--- src/rtl/rtc_pkg.sv ---
// Shared types and constants for the RTC bus responder: FSM state encoding,
// default geometry and the watchdog limit.
package rtc_pkg;

  localparam int DATA_W_DFLT = 8;
  localparam int DEPTH_DFLT  = 16;
  localparam int WDOG_W      = 6;
  localparam int WDOG_MAX    = 63;

  typedef enum logic [2:0] {
    ST_IDLE    = 3'd0,
    ST_ADDR_PH = 3'd1,
    ST_ADDR_OK = 3'd2,
    ST_DATA_RD = 3'd3,
    ST_DATA_WR = 3'd4
  } state_e;

endpackage

--- src/rtl/rtc_sync_edge.sv ---
// Multi-flop synchronizer for one active-low bus control line, with a
// rising-edge pulse derived from the synchronized value.
module rtc_sync_edge #(
  parameter int SYNC_STAGES = 2
) (
  input  logic clk_i,
  input  logic rst_ni,
  input  logic d_i,
  output logic s_o,
  output logic rise_o
);

  logic [SYNC_STAGES-1:0] sync_q;
  logic                   prev_q;

  // Idle level of every strobe is high, so flops reset to 1 to avoid a false edge.
  always_ff @(posedge clk_i or negedge rst_ni) begin
    if (!rst_ni) begin
      sync_q <= '1;
      prev_q <= 1'b1;
    end else begin
      sync_q[0] <= d_i;
      for (int i = 1; i < SYNC_STAGES; i++) begin
        sync_q[i] <= sync_q[i-1];
      end
      prev_q <= sync_q[SYNC_STAGES-1];
    end
  end

  assign s_o    = sync_q[SYNC_STAGES-1];
  assign rise_o = sync_q[SYNC_STAGES-1] & ~prev_q;

endmodule

--- src/rtl/rtc_bus_responder.sv ---
// Responder for the multiplexed address/data RTC bus with a local register port.
// Optional build macro RTC_RESP_WATCHDOG_EN aborts transfers stuck for 63 cycles.
module rtc_bus_responder
  import rtc_pkg::*;
#(
  parameter  int DATA_W      = DATA_W_DFLT,
  parameter  int DEPTH       = DEPTH_DFLT,
  parameter  int SYNC_STAGES = 2,
  localparam int AW          = (DEPTH > 1) ? $clog2(DEPTH) : 1
) (
  input  logic              clk,
  input  logic              reset,
  input  logic              ad_n,
  input  logic              cs_n,
  input  logic              rd_n,
  input  logic              wr_n,
  input  logic [DATA_W-1:0] bus_in,
  output logic [DATA_W-1:0] bus_out,
  output logic              bus_oe,
  input  logic              loc_we,
  input  logic [AW-1:0]     loc_addr,
  input  logic [DATA_W-1:0] loc_wdata,
  output logic [DATA_W-1:0] loc_rdata,
  output logic              wr_strobe,
  output logic              rd_strobe,
  output logic [AW-1:0]     acc_addr,
  output logic              proto_err
);

  logic ad_s, cs_s, rd_s, wr_s;
  logic cs_rise, rd_rise, wr_rise, ad_rise_unused;

  rtc_sync_edge #(.SYNC_STAGES(SYNC_STAGES)) u_sync_ad (
    .clk_i(clk), .rst_ni(reset), .d_i(ad_n), .s_o(ad_s), .rise_o(ad_rise_unused));
  rtc_sync_edge #(.SYNC_STAGES(SYNC_STAGES)) u_sync_cs (
    .clk_i(clk), .rst_ni(reset), .d_i(cs_n), .s_o(cs_s), .rise_o(cs_rise));
  rtc_sync_edge #(.SYNC_STAGES(SYNC_STAGES)) u_sync_rd (
    .clk_i(clk), .rst_ni(reset), .d_i(rd_n), .s_o(rd_s), .rise_o(rd_rise));
  rtc_sync_edge #(.SYNC_STAGES(SYNC_STAGES)) u_sync_wr (
    .clk_i(clk), .rst_ni(reset), .d_i(wr_n), .s_o(wr_s), .rise_o(wr_rise));

  // Data pipeline matches the strobe synchronizer depth so bus_d lines up with *_s.
  logic [DATA_W-1:0] bus_pipe_q [SYNC_STAGES];
  logic [DATA_W-1:0] bus_d;

  always_ff @(posedge clk or negedge reset) begin
    if (!reset) begin
      for (int i = 0; i < SYNC_STAGES; i++) begin
        bus_pipe_q[i] <= '0;
      end
    end else begin
      bus_pipe_q[0] <= bus_in;
      for (int i = 1; i < SYNC_STAGES; i++) begin
        bus_pipe_q[i] <= bus_pipe_q[i-1];
      end
    end
  end

  assign bus_d = bus_pipe_q[SYNC_STAGES-1];

  state_e            state_q, state_d;
  logic [AW-1:0]     acc_addr_q;
  logic              addr_oor_q;
  logic [DATA_W-1:0] regs_q [DEPTH];
  logic [DATA_W-1:0] bus_out_q, loc_rdata_q;
  logic              bus_oe_q, wr_strobe_q, rd_strobe_q, proto_err_q;

  logic addr_latch, rd_start, rd_done, wr_commit, err_d, abort;
  logic loc_in_range;

  assign loc_in_range = (int'(loc_addr) < DEPTH);

`ifdef RTC_RESP_WATCHDOG_EN
  logic [WDOG_W-1:0] wdog_q, wdog_d;

  always_comb begin
    wdog_d = wdog_q + 1'b1;
    if (state_q == ST_IDLE || state_d != state_q) begin
      wdog_d = '0;
    end
  end

  always_ff @(posedge clk or negedge reset) begin
    if (!reset) begin
      wdog_q <= '0;
    end else begin
      wdog_q <= wdog_d;
    end
  end
`endif

  always_comb begin
    state_d    = state_q;
    addr_latch = 1'b0;
    rd_start   = 1'b0;
    rd_done    = 1'b0;
    wr_commit  = 1'b0;
    err_d      = 1'b0;
    abort      = 1'b0;
    case (state_q)
      ST_IDLE: begin
        if (!cs_s) begin
          if (ad_s) begin
            err_d = 1'b1;
          end else if (!wr_s) begin
            state_d = ST_ADDR_PH;
          end
        end
      end
      ST_ADDR_PH: begin
        if (!rd_s) begin
          err_d   = 1'b1;
          state_d = ST_IDLE;
        end else if (wr_rise || cs_rise) begin
          addr_latch = 1'b1;
          state_d    = ST_ADDR_OK;
        end
      end
      ST_ADDR_OK: begin
        if (!rd_s && !wr_s) begin
          err_d   = 1'b1;
          state_d = ST_IDLE;
        end else if (!cs_s) begin
          if (ad_s && !rd_s) begin
            rd_start = 1'b1;
            state_d  = ST_DATA_RD;
          end else if (ad_s && !wr_s) begin
            state_d = ST_DATA_WR;
          end else if (!ad_s && !wr_s) begin
            state_d = ST_ADDR_PH;
          end
        end
      end
      ST_DATA_RD: begin
        if (rd_rise || cs_rise) begin
          rd_done = 1'b1;
          err_d   = addr_oor_q;
          state_d = ST_IDLE;
        end
      end
      ST_DATA_WR: begin
        if (wr_rise || cs_rise) begin
          wr_commit = !addr_oor_q;
          err_d     = addr_oor_q;
          state_d   = ST_IDLE;
        end
      end
      default: state_d = ST_IDLE;
    endcase
`ifdef RTC_RESP_WATCHDOG_EN
    if (wdog_q == WDOG_W'(WDOG_MAX)) begin
      state_d    = ST_IDLE;
      addr_latch = 1'b0;
      rd_start   = 1'b0;
      rd_done    = 1'b0;
      wr_commit  = 1'b0;
      err_d      = 1'b1;
      abort      = 1'b1;
    end
`endif
  end

  always_ff @(posedge clk or negedge reset) begin
    if (!reset) begin
      state_q <= ST_IDLE;
    end else begin
      state_q <= state_d;
    end
  end

  // Bus write is applied after the local write so it wins on an address collision.
  always_ff @(posedge clk or negedge reset) begin
    if (!reset) begin
      for (int i = 0; i < DEPTH; i++) begin
        regs_q[i] <= '0;
      end
    end else begin
      if (loc_we && loc_in_range) begin
        regs_q[loc_addr] <= loc_wdata;
      end
      if (wr_commit) begin
        regs_q[acc_addr_q] <= bus_d;
      end
    end
  end

  always_ff @(posedge clk or negedge reset) begin
    if (!reset) begin
      acc_addr_q  <= '0;
      addr_oor_q  <= 1'b0;
      bus_out_q   <= '0;
      bus_oe_q    <= 1'b0;
      loc_rdata_q <= '0;
      wr_strobe_q <= 1'b0;
      rd_strobe_q <= 1'b0;
      proto_err_q <= 1'b0;
    end else begin
      wr_strobe_q <= wr_commit;
      rd_strobe_q <= rd_done;
      proto_err_q <= err_d;
      if (addr_latch) begin
        acc_addr_q <= bus_d[AW-1:0];
        addr_oor_q <= (int'(bus_d) >= DEPTH);
      end
      if (rd_start) begin
        bus_oe_q  <= 1'b1;
        bus_out_q <= addr_oor_q ? '0 : regs_q[acc_addr_q];
      end else if (rd_done || abort) begin
        bus_oe_q <= 1'b0;
      end
      loc_rdata_q <= loc_in_range ? regs_q[loc_addr] : '0;
    end
  end

  assign bus_out   = bus_out_q;
  assign bus_oe    = bus_oe_q;
  assign loc_rdata = loc_rdata_q;
  assign wr_strobe = wr_strobe_q;
  assign rd_strobe = rd_strobe_q;
  assign acc_addr  = acc_addr_q;
  assign proto_err = proto_err_q;

endmodule

--- config.mk ---
export PLATFORM = sky130hd
export DESIGN_NAME = rtc_bus_responder
export DESIGN_NICKNAME = d
export VERILOG_FILES = /design/src/rtl/rtc_pkg.sv /design/src/rtl/rtc_sync_edge.sv /design/src/rtl/rtc_bus_responder.sv
export SDC_FILE = /design/constraint.sdc
export NUM_CORES = 1
export LEC_CHECK = 0
export CAP_MARGIN = 20
export CORE_MARGIN = 4
export CORE_UTILIZATION = 55
export CTS_CLUSTER_DIAMETER = 150
export DETAILED_ROUTE_END_ITERATION = 6
export PLACE_DENSITY = 0.78
export RECOVER_POWER = 25
export SETUP_SLACK_MARGIN = 0.15
export SLEW_MARGIN = 20
export SYNTH_ARGS = -nofsm -noshare
export SYNTH_HDL_FRONTEND = slang
export SYNTH_SLANG_ARGS = --single-unit
--- constraint.sdc ---
create_clock -name clk -period 2.8 [get_ports clk]
set_clock_uncertainty 0.05 [all_clocks]
set_input_delay 0.28 -clock clk [delete_from_list [all_inputs] [get_ports clk]]
set_output_delay 0.28 -clock clk [all_outputs]
set_load 0.02 [all_outputs]
==> impl_metrics.tcl, run 1 <==
set metrics [dict create \
    status "finished with violations" \
    diodes 0 \
    io_buffers 50 \
    grtUsageTotal_pct 28.1 \
    core_sq_mm 0.0186 \
    worstSetupPathType "register to register" \
    slowest_stage "or4_1" \
    startpoint_type "register" \
    grt_setup_unrepaired "no" \
    area_delta_synth_final_pct 15.5 \
    synthArstFlopShare_pct 100 \
    dpl.cell_count 992 \
    multi_input_area_sq_mm 0.00559 \
    drt-total-wl_um 29000 \
    io_pins 51 \
    gp_congestion 0.936 \
    cts-root-buf "clkbuf_16" \
    slowest_delay_ns 0.88 \
    path_buf_inv 0 \
    period_minus_slack_ns 2.60 \
    detail_route.wl_per_cell_um 28.3 \
    cts_buffers 17 \
    layout.nets 805 \
    reg2reg_from "u_sync_wr.sync_q[1]" \
    hold_ws_ns 0.301 \
    dieWidth_um 146 \
    slew_headroom_pct -19.5 \
    rows 50 \
    tns_ns 0 \
    cts_setup_buffers 0 \
    cts_htree_levels 4 \
    worst-endpoint-required_ns 3.07 \
    drc 0 \
    setup_violations 0 \
    setup_ws_ns 0.200 \
    slew_viol_final 66 \
    min_period_over_period_pct 92.9 \
    dp_worst_setup_slack_ns 0.202 \
    synth_seq_cells 183 \
    grt_pass1_wl_um 44600 \
    clk_pin_slew_ns 0.07 \
    cp-startpoint "u_sync_wr.sync_q[1]" \
    max_cap_viol_count 1 \
    final-seq-area_sq_mm 0.00459 \
    grt_max_degree 68 \
    antenna_found_initial 0 \
    yosys.area.top_type_share_pct 41.3 \
    cts_num_sinks 183 \
    ant_nets 0 \
    clock_path_buffers 2 \
    crit_family "simple AND/OR/NAND/NOR gates" \
    grt.overflow.total 0 \
    vias 6867 \
    final_cell_mix "246 x mux2_2, 171 x dfrtp_1, 72 x mux4_2, 49 x buf_4, 35 x clkdlybuf4s50_1" \
    die_h_um 146 \
    ys_seq_area_share_pct 44.1 \
    fillerInstances 1368 \
    arrival_ns 2.87 \
    hold_path.class "register to register" \
    drt_iter0_drc 782 \
    synthFlopType "dfrtp_1" \
    final_cells 1025 \
    synth_top_area_cell "dfrtp_1" \
    synth_edf_count 0 \
    firstDrtPassIters 6 \
    final_common_cell "mux2_2" \
    syn_inst 704 \
    viasPerCell 6.70 \
    synth_area_leaders "dfrtp_1 41%, mux2_2 27%, mux4_2 16%" \
    hold_viol_final 0 \
    critPathMaxFanout 8 \
    endpoint_kind "register" \
    tightest_slew_ns 1.79 \
    powerDensity_mw_per_mm2 813 \
    clock_latency_ns 0.44 \
    syn_area_per_cell_sq_um 14.8 \
    utilization_pct 64.5 \
    dp.final_hpwl_um 19900 \
    synthDistinctLibCells 45 \
    mappedNetlistNets 731 \
    syn_area_sq_mm 0.0104 \
    crit_chain "and2b_1 > nor2_1 > or4_1 > mux2_4" \
    p_leak_nw 5.00 \
    ir_drop_uv 479 \
    tritoncts "done" \
    min_from "bus_pipe_q[11]" \
    yosys_warnings 0 \
    violations "capacitance limit, slew limit" \
    drive_gt1_share_pct 56.4 \
    start_util_pct 55.9 \
    fmax_mhz 385 \
    first_global_vias 7237 \
    die_area_sq_mm 0.0212 \
]
-- per-stage QoR --
| step | area, sq um | total power (W) |
|---|---|---|
| floorplan | 10400 | 0.00628 |
| global placement | 11400 | 0.00720 |
| detailed placement | 11400 | 0.00737 |
| CTS | 12000 | 0.00980 |
| global route | 12000 | 0.0102 |
| finish | 12000 | 0.00978 |
-- worst reg2reg max path: stages (launching register included) --
cell	delay [ns]
dfstp_1	0.64
and2b_1	0.29
nor2_1	0.18
or4_1	0.88
mux2_4	0.43
-- cell usage after synthesis (2+ instances only) --
cell type	count
mux2_2	246
dfrtp_1	172
mux4_2	72
clkbuf_1	26
nor2_1	22
mux2_4	16
mux2i_1	15
nand2_1	15
buf_2	11
dfstp_2	11
nand3b_1	9
nand3_1	8
buf_4	7
a21oi_1	6
buf_1	6
nand2b_1	6
a22o_1	5
a32o_1	4
or3_1	4
and3_1	3
inv_1	3
nand4_4	3
nor3b_1	3
o211ai_1	3
o21ai_0	3
nand4_1	2
nor2_2	2
nor2b_1	2
nor4_4	2
or4_1	2
-- timing repair --
action | CTS | global route
gates resized for setup | 0 | 1
setup endpoints to repair | 0 | 8
endpoints found under the hold margin | 52 | 0
hold buffers | 1 | 0
-- cell type report --
type | count | share of cell area (%)
clock buffer | 22 | 4.31
inverter | 4 | 0.125
multi-input combinational | 467 | 46.4
sequential | 183 | 38.2
tap | 234 | 2.43
timing repair buffer | 105 | 7.88
clock inverter | 10 | 0.624
-- worst paths after layout --
| kind | slack, ns | depth (start not counted) | end |
|---|---|---|---|
| worst max-delay path | 0.20 | 4 | regs_q[60] |
| worst min-delay path | 0.30 | 0 | bus_d[3] |
| worst max register to register | 0.20 | 4 | regs_q[60] |
| worst min register to register | 0.30 | 0 | bus_d[3] |
| max in group asynchronous | 0.68 | 3 | regs_q[45] |
| min in group asynchronous | 0.80 | 2 | regs_q[81] |
-- where the power goes --
group	leakage [nW]	internal, W	switching (W)	total [W]
Combinational	2.47	0.00205	0.00137	0.00342
Clock	0.301	0.00134	0.00108	0.00242
Sequential	2.23	0.00325	0.000694	0.00394
-- sequential cells by signal, summed over array words and instances, names as in the netlist --
name,flops
bus_out,8
addr_oor_q,1
proto_err,1
bus_pipe_q,8
loc_rdata,8
u_sync_ad.sync_q,2
bus_d,8
rd_strobe,1
bus_oe,1
acc_addr,4
u_sync_wr.prev_q,1
u_sync_rd.sync_q,2
regs_q,128
u_sync_cs.sync_q,2
state_q,3
u_sync_wr.sync_q,2
wr_strobe,1
u_sync_cs.prev_q,1
u_sync_rd.prev_q,1
-- kinds of logic (layout without fill, tap and decap cells) --
group | count (synthesis) | count (layout) | share of synthesized area [%]
mux | 349 | 349 | 45.9
flops | 183 | 183 | 44.1
simple gates | 92 | 92 | 5.87
buf+inv | 54 | 141 | 2.33
compound gates | 26 | 26 | 1.80
-- metal layers --
layer  vias to the layer above  global-route usage, %  wire length (um)
li1                       2856                      -                 -
met1                      3560                   36.4             11400
met2                       350                   44.1             13800
met3                       101                   7.47              2200
met4                         0                   14.4              1620
met5                         -                      0                 0
(Power assumes the default switching activity.)
==> run 2: changes to the inputs <==
- ABC_AREA: not set -> 1
- CORE_ASPECT_RATIO: not set -> 0.7
==> run 2 against run 1 <==
  * The run still ends with capacitance limit, slew limit left
  * Total power rose by 1.8%
  * Register-to-register slack improved by 0.38 ns
  * Clock power is 2% higher
  * Synthesized cell count grew 110%
  * Critical endpoint is now acc_addr[1]
==> impl_metrics.tcl, run 2 <==
set metrics [dict create \
    slowest_stage "clkdlybuf4s50_1" \
    endpoint_kind "output port" \
    hold_viol_final 0 \
    grt_max_degree 75 \
    synthXorXnorAreaFrac_pct 0 \
    synthDistinctLibCells 31 \
    die_area_sq_mm 0.0216 \
    start_util_pct 56.1 \
    final_common_cell "nand2_1" \
    ys_seq_area_share_pct 43.3 \
    gp_congestion 0.968 \
    clk_pin_slew_ns 0.07 \
    drc 0 \
    path_buf_inv 2 \
    worstSetupPathType "register to output port" \
    worst-endpoint-required_ns 2.47 \
    synthArstFlopShare_pct 100 \
    crit_chain "buf_4 > clkdlybuf4s50_1" \
    slew_viol_final 73 \
    firstDrtPassIters 6 \
    p_seq_share_pct 37.1 \
    yosysMostFrequentCell "nand2_1" \
    ir_drop_uv 433 \
    area_delta_synth_final_pct 11.7 \
    diodes 0 \
    mappedNetlistNets 1533 \
    grt.overflow.total 0 \
    first_global_vias 9456 \
    fmax_mhz 439 \
    hold_ws_ns 0.296 \
    cts-root-buf "clkbuf_16" \
    swShare_pct 40.8 \
    clkPwrFrac_pct 24.7 \
    largest_reg_flops 128 \
    intPower_w 0.00590 \
    fillerInstances 1711 \
    io_buffers 50 \
    p_switching_w 0.00406 \
    period_minus_slack_ns 2.28 \
    syn_area_sq_mm 0.0106 \
    cts_num_sinks 183 \
    die_h_um 124 \
    io_pins 51 \
    detail_route.wl_per_cell_um 19.7 \
    r2r_end "regs_q[96]" \
    viasPerCell 5.84 \
    slew_headroom_pct -26.3 \
    cts_htree_levels 4 \
    synth_seq_cells 183 \
    drt_iter0_drc 1270 \
    final_cell_mix "699 x nand2_1, 275 x o21ai_0, 171 x dfrtp_1, 106 x inv_1, 37 x clkdlybuf4s50_1" \
    syn_area_per_cell_sq_um 7.05 \
    status "finished with violations" \
    critPathMaxFanout 35 \
    crit_family "buffers and inverters" \
    synth_fa_ha_area_share_pct 0 \
    syn_inst 1506 \
    drive_gt1_share_pct 9.13 \
    antenna_found_initial 0 \
    synth.area.mux_share_pct 0 \
    ant_nets 0 \
    r2r_slack_ns 0.58 \
    p_leak_nw 6.09 \
    r2r_cells 6 \
    min_from "bus_pipe_q[12]" \
    slowest_delay_ns 0.70 \
    core_sq_mm 0.0189 \
    min_period_over_period_pct 81.4 \
    cts.repair.resized 0 \
    combPwrFrac_pct 38.2 \
    tritoncts "done" \
    hold_end "bus_d[4]" \
    dieWidth_um 174 \
    yosys_warnings 0 \
    dp.final_hpwl_um 23700 \
    setup_violations 0 \
    grt_pass1_wl_um 54400 \
    synth_area_leaders "dfrtp_1 41%, nand2_1 25%, o21ai_0 13%" \
    largest-register "regs_q" \
    startpoint_type "register" \
    hold_path.class "register to register" \
    grt_setup_unrepaired "no" \
    hold_path_depth 0 \
    rows 42 \
    cts_setup_buffers 0 \
    yosys.area.top_type_share_pct 40.5 \
    powerDensity_mw_per_mm2 839 \
    arrival_ns 1.95 \
    synthFlopType "dfrtp_1" \
    synth_top_area_cell "dfrtp_1" \
    tightest_slew_ns 1.89 \
    tns_ns 0 \
    synth_edf_count 0 \
    clock_latency_ns 0.45 \
    synth_simple_gate_area_share_pct 28.3 \
    vias 10400 \
    synth_compound_gate_area_share_pct 20.3 \
    violations "capacitance limit, slew limit" \
    drt-total-wl_um 35100 \
    max_cap_viol_count 1 \
    layout.nets 1559 \
    synthTopCellsByCount "699 x nand2_1, 275 x o21ai_0, 172 x dfrtp_1" \
    synth_top_family_by_area "simple AND/OR/NAND/NOR gates" \
    clock_path_buffers 2 \
    grtUsageTotal_pct 32.3 \
    cts_hold_buf 1 \
    reg2reg_from "u_sync_wr.sync_q[1]" \
    cts_buffers 17 \
]
run 2: routing by layer:
| metal | wire length, um | vias to the layer above | track usage [%] |
|---|---|---|---|
| met5 | 0 | - | 0 |
| met4 | 1250 | 0 | 12.2 |
| met3 | 4870 | 86 | 11.3 |
| met2 | 14300 | 651 | 44.8 |
| met1 | 14700 | 4835 | 46.7 |
| li1 | - | 4869 | - |
run 2: per-stage QoR:
step | util, % | area (sq um) | total power [W] | setup slack, ns | cells
finish | 62.7 | 11900 | 0.00996 | 0.521 | 1787
global route | 62.7 | 11900 | 0.0106 | 0.258 | 1787
CTS | 62.8 | 11900 | 0.00985 | 0.538 | 1787
detailed placement | 59.6 | 11300 | 0.00738 | 0.362 | 1754
global placement | 59.6 | 11300 | 0.00731 | 0.426 | 1754
floorplan | - | 10600 | 0.00612 | 1.10 | 1506
run 2: how the worst max path moves through the flow:
stage	start	depth (start not counted)	endpoint	slack, ns
floorplan	u_sync_wr.sync_q[1]	8	regs_q[31]	1.10
global placement	loc_addr[0]	9	regs_q[27]	0.43
detailed placement	loc_addr[1]	8	regs_q[76]	0.36
CTS	acc_addr[1]	2	acc_addr[1]	0.54
global route	reset	2	acc_addr[0]	0.26
finish	acc_addr[1]	2	acc_addr[1]	0.52
run 2: power groups by stage:
stage          logic [W]  registers [W]  clock network, W
2_1_floorplan    0.00240        0.00372                 0
4_1_cts          0.00370        0.00368           0.00246
3_5_place_dp     0.00366        0.00372                 0
6_report         0.00380        0.00370           0.00246
5_1_grt          0.00423        0.00377           0.00259
3_3_place_gp     0.00359        0.00371                 0
run 2: cell type report:
type | count | area, sq um | share of cell area, %
Multi-Input combinational cell | 1135 | 5160 | 43.5
Sequential cell | 183 | 4590 | 38.7
Timing Repair Buffer | 84 | 803 | 6.77
Clock buffer | 19 | 443 | 3.73
Inverter | 111 | 419 | 3.53
Tap cell | 242 | 303 | 2.55
Clock inverter | 13 | 146 | 1.23
run 2: kinds of logic after synthesis:
kind of cell	count (synthesis)
compound gates	383
buf+inv	188
flops	183
simple gates	752
==> run 3: changes to the inputs <==
- PLACE_DENSITY: 0.78 -> 0.81
- clock period: 2.8 -> 1.9 ns (I/O delays scaled with it)
==> run 3 against run 2 <==
  * The flow now finishes without violations
  * Sequential share of layout area down 4.4 points
  * Final area up 13%
  * Global-route usage up 2.5 points
  * Worst hold slack worse by 0.062 ns
  * Count of clock-buffer cells in the layout up 1
  * Register-to-register slack worse by 0.51 ns
  * Utilization up 8.1 points
  * Flip-flop and latch count unchanged
  * Critical path depth up 6
  * Critical endpoint is now regs_q[69]
==> impl_metrics.tcl, run 3 (same netlist as run 2, synthesis figures left out) <==
set metrics [dict create \
    startpoint_type "register" \
    grt_setup_unrepaired "yes" \
    hold_viol_final 0 \
    clk_pin_slew_ns 0.07 \
    slew_viol_final 0 \
    worstSetupPathType "register to register" \
    largest_reg_flops 128 \
    final_cell_mix "644 x nand2_1, 233 x o21ai_0, 171 x dfrtp_1, 104 x inv_1, 95 x buf_4" \
    period_minus_slack_ns 1.83 \
    clock_path_buffers 2 \
    dp_worst_setup_slack_ns -0.233 \
    setup_ws_ns 0.0707 \
    r2r_end "regs_q[69]" \
    dpl.cell_count 1837 \
    critPathMaxFanout 17 \
    final_cells 1896 \
    hold_path.class "input pin to register" \
    r2r_cells 8 \
    fillerInstances 1515 \
    dieWidth_um 174 \
    vias 11500 \
    worst-endpoint-required_ns 2.16 \
    reg2reg_from "acc_addr[0]" \
    die_area_sq_mm 0.0216 \
    r2r_slack_ns 0.07 \
    ant_nets 0 \
    multi_input_area_sq_mm 0.00558 \
    setup_violations 0 \
    firstDrtPassIters 7 \
    p_seq_share_pct 34.8 \
    cts_htree_levels 4 \
    drive_gt1_share_pct 19.8 \
    place_area_sq_mm 0.0120 \
    grt.overflow.total 0 \
    arrival_ns 2.09 \
    clock_latency_ns 0.45 \
    cts-root-buf "clkbuf_16" \
    layout.nets 1668 \
    io_pins 51 \
    fmax_mhz 547 \
    antenna_found_initial 0 \
    drt_iter0_drc 1758 \
    io_buffers 50 \
    endpoint_kind "register" \
    final_common_cell "nand2_1" \
    max_cap_viol_count 0 \
    core_sq_mm 0.0189 \
    p_switching_w 0.00665 \
    ir_drop_uv 662 \
    largest-register "regs_q" \
    drt-total-wl_um 40100 \
    dp.final_hpwl_um 26500 \
    die_h_um 124 \
    grtUsageTotal_pct 34.9 \
    grt_pass1_wl_um 58300 \
    power_w 0.0160 \
    swShare_pct 41.5 \
    grt_max_degree 52 \
    first_global_vias 10300 \
    powerDensity_mw_per_mm2 1200 \
    intPower_w 0.00937 \
    cp-startpoint "acc_addr[0]" \
    detail_route.wl_per_cell_um 21.2 \
    diodes 0 \
    gp_congestion 1.03 \
    crit_end "regs_q[69]" \
    cts_num_sinks 183 \
    tightest_slew_ns 1.41 \
    p_leak_nw 6.77 \
    min_period_over_period_pct 96.3 \
    area_delta_synth_final_pct 26.1 \
    rows 42 \
    viasPerCell 6.06 \
    cts_buffers 17 \
    final_area_sq_mm 0.0134 \
    final-seq-area_sq_mm 0.00459 \
    combPwrFrac_pct 41.5 \
    tritoncts "done" \
    slew_headroom_pct 6.26 \
    drc 0 \
    status "finished clean" \
    start_util_pct 56.1 \
    clkPwrFrac_pct 23.7 \
]
-- run 3: cell types whose count changed in the layout (fill, tap and decap cells not counted), sizes merged, moves of 2 or more --
cell	change
buf	+102
bufinv	+2
clkbuf	+2
clkdlybuf4s50	-5
clkinvlp	-2
dlygate4sd2	+4
inv	-2
nand2	+6
-- run 3: worst min-delay path by stage --
stage                               end   from  slack, ns  cells after the start
floorplan                   acc_addr[0]  reset      -0.16                      0
global placement             addr_oor_q  reset       0.15                      1
detailed placement             bus_d[2]  reset       0.15                      1
CTS                 u_sync_wr.sync_q[0]   wr_n       0.08                      1
global route        u_sync_rd.sync_q[0]   rd_n       0.22                      1
finish              u_sync_rd.sync_q[0]   rd_n       0.23                      1
-- run 3: layout make-up --
class	instances	area share, %
Clock inverter	12	1.32
Sequential cell	183	34.3
Multi-Input combinational cell	1141	41.6
Tap cell	242	2.26
Inverter	111	3.18
Timing Repair Buffer	187	14.0
Clock buffer	20	3.34
-- run 3: power by group through the flow --
stage / clock (W) / combinational (W) / sequential [W]
6_report: 0.00379 / 0.00665 / 0.00557
5_1_grt: 0.00398 / 0.00723 / 0.00564
4_1_cts: 0.00384 / 0.00584 / 0.00550
3_5_place_dp: 0 / 0.00571 / 0.00556
3_3_place_gp: 0 / 0.00558 / 0.00554
2_1_floorplan: 0 / 0.00353 / 0.00549
-- run 3: metrics by stage --
step | setup TNS [ns] | hold slack [ns] | util (%)
CTS | 0 | 0.0802 | 68.1
floorplan | 0 | -0.156 | -
detailed placement | -2.46 | 0.153 | 63.7
global placement | -1.34 | 0.150 | 63.7
global route | -0.0519 | 0.224 | 70.8
finish | 0 | 0.234 | 70.8
-- run 3: timing repair --
| item | 4_1_cts | 5_1_grt |
|---|---|---|
| gates cloned | 5 | 7 |
| buffers inserted | 7 | 7 |
| pin swaps | 4 | 6 |
| hold endpoints to repair | 40 | 0 |
| resized for setup | 63 | 116 |
| hold buffers | 1 | 0 |
| setup endpoints to repair | 129 | 142 |
-- run 3: worst max-delay path: stages, from the launching register on --
cell	delay, ns
dfrtp_2	0.49
buf_4	0.20
buf_12	0.16
nand2_1	0.10
nor2_4	0.26
nand2_1	0.12
buf_6	0.17
nand2_1	0.06
o21ai_0	0.08
-- run 3: layer usage --
layer	wire, um	global-route usage [%]	up-vias
met5	0	0	-
met1	15200	49.4	5282
li1	-	-	5110
met2	16500	49.1	929
met4	1840	12.7	0
met3	6640	12.8	175
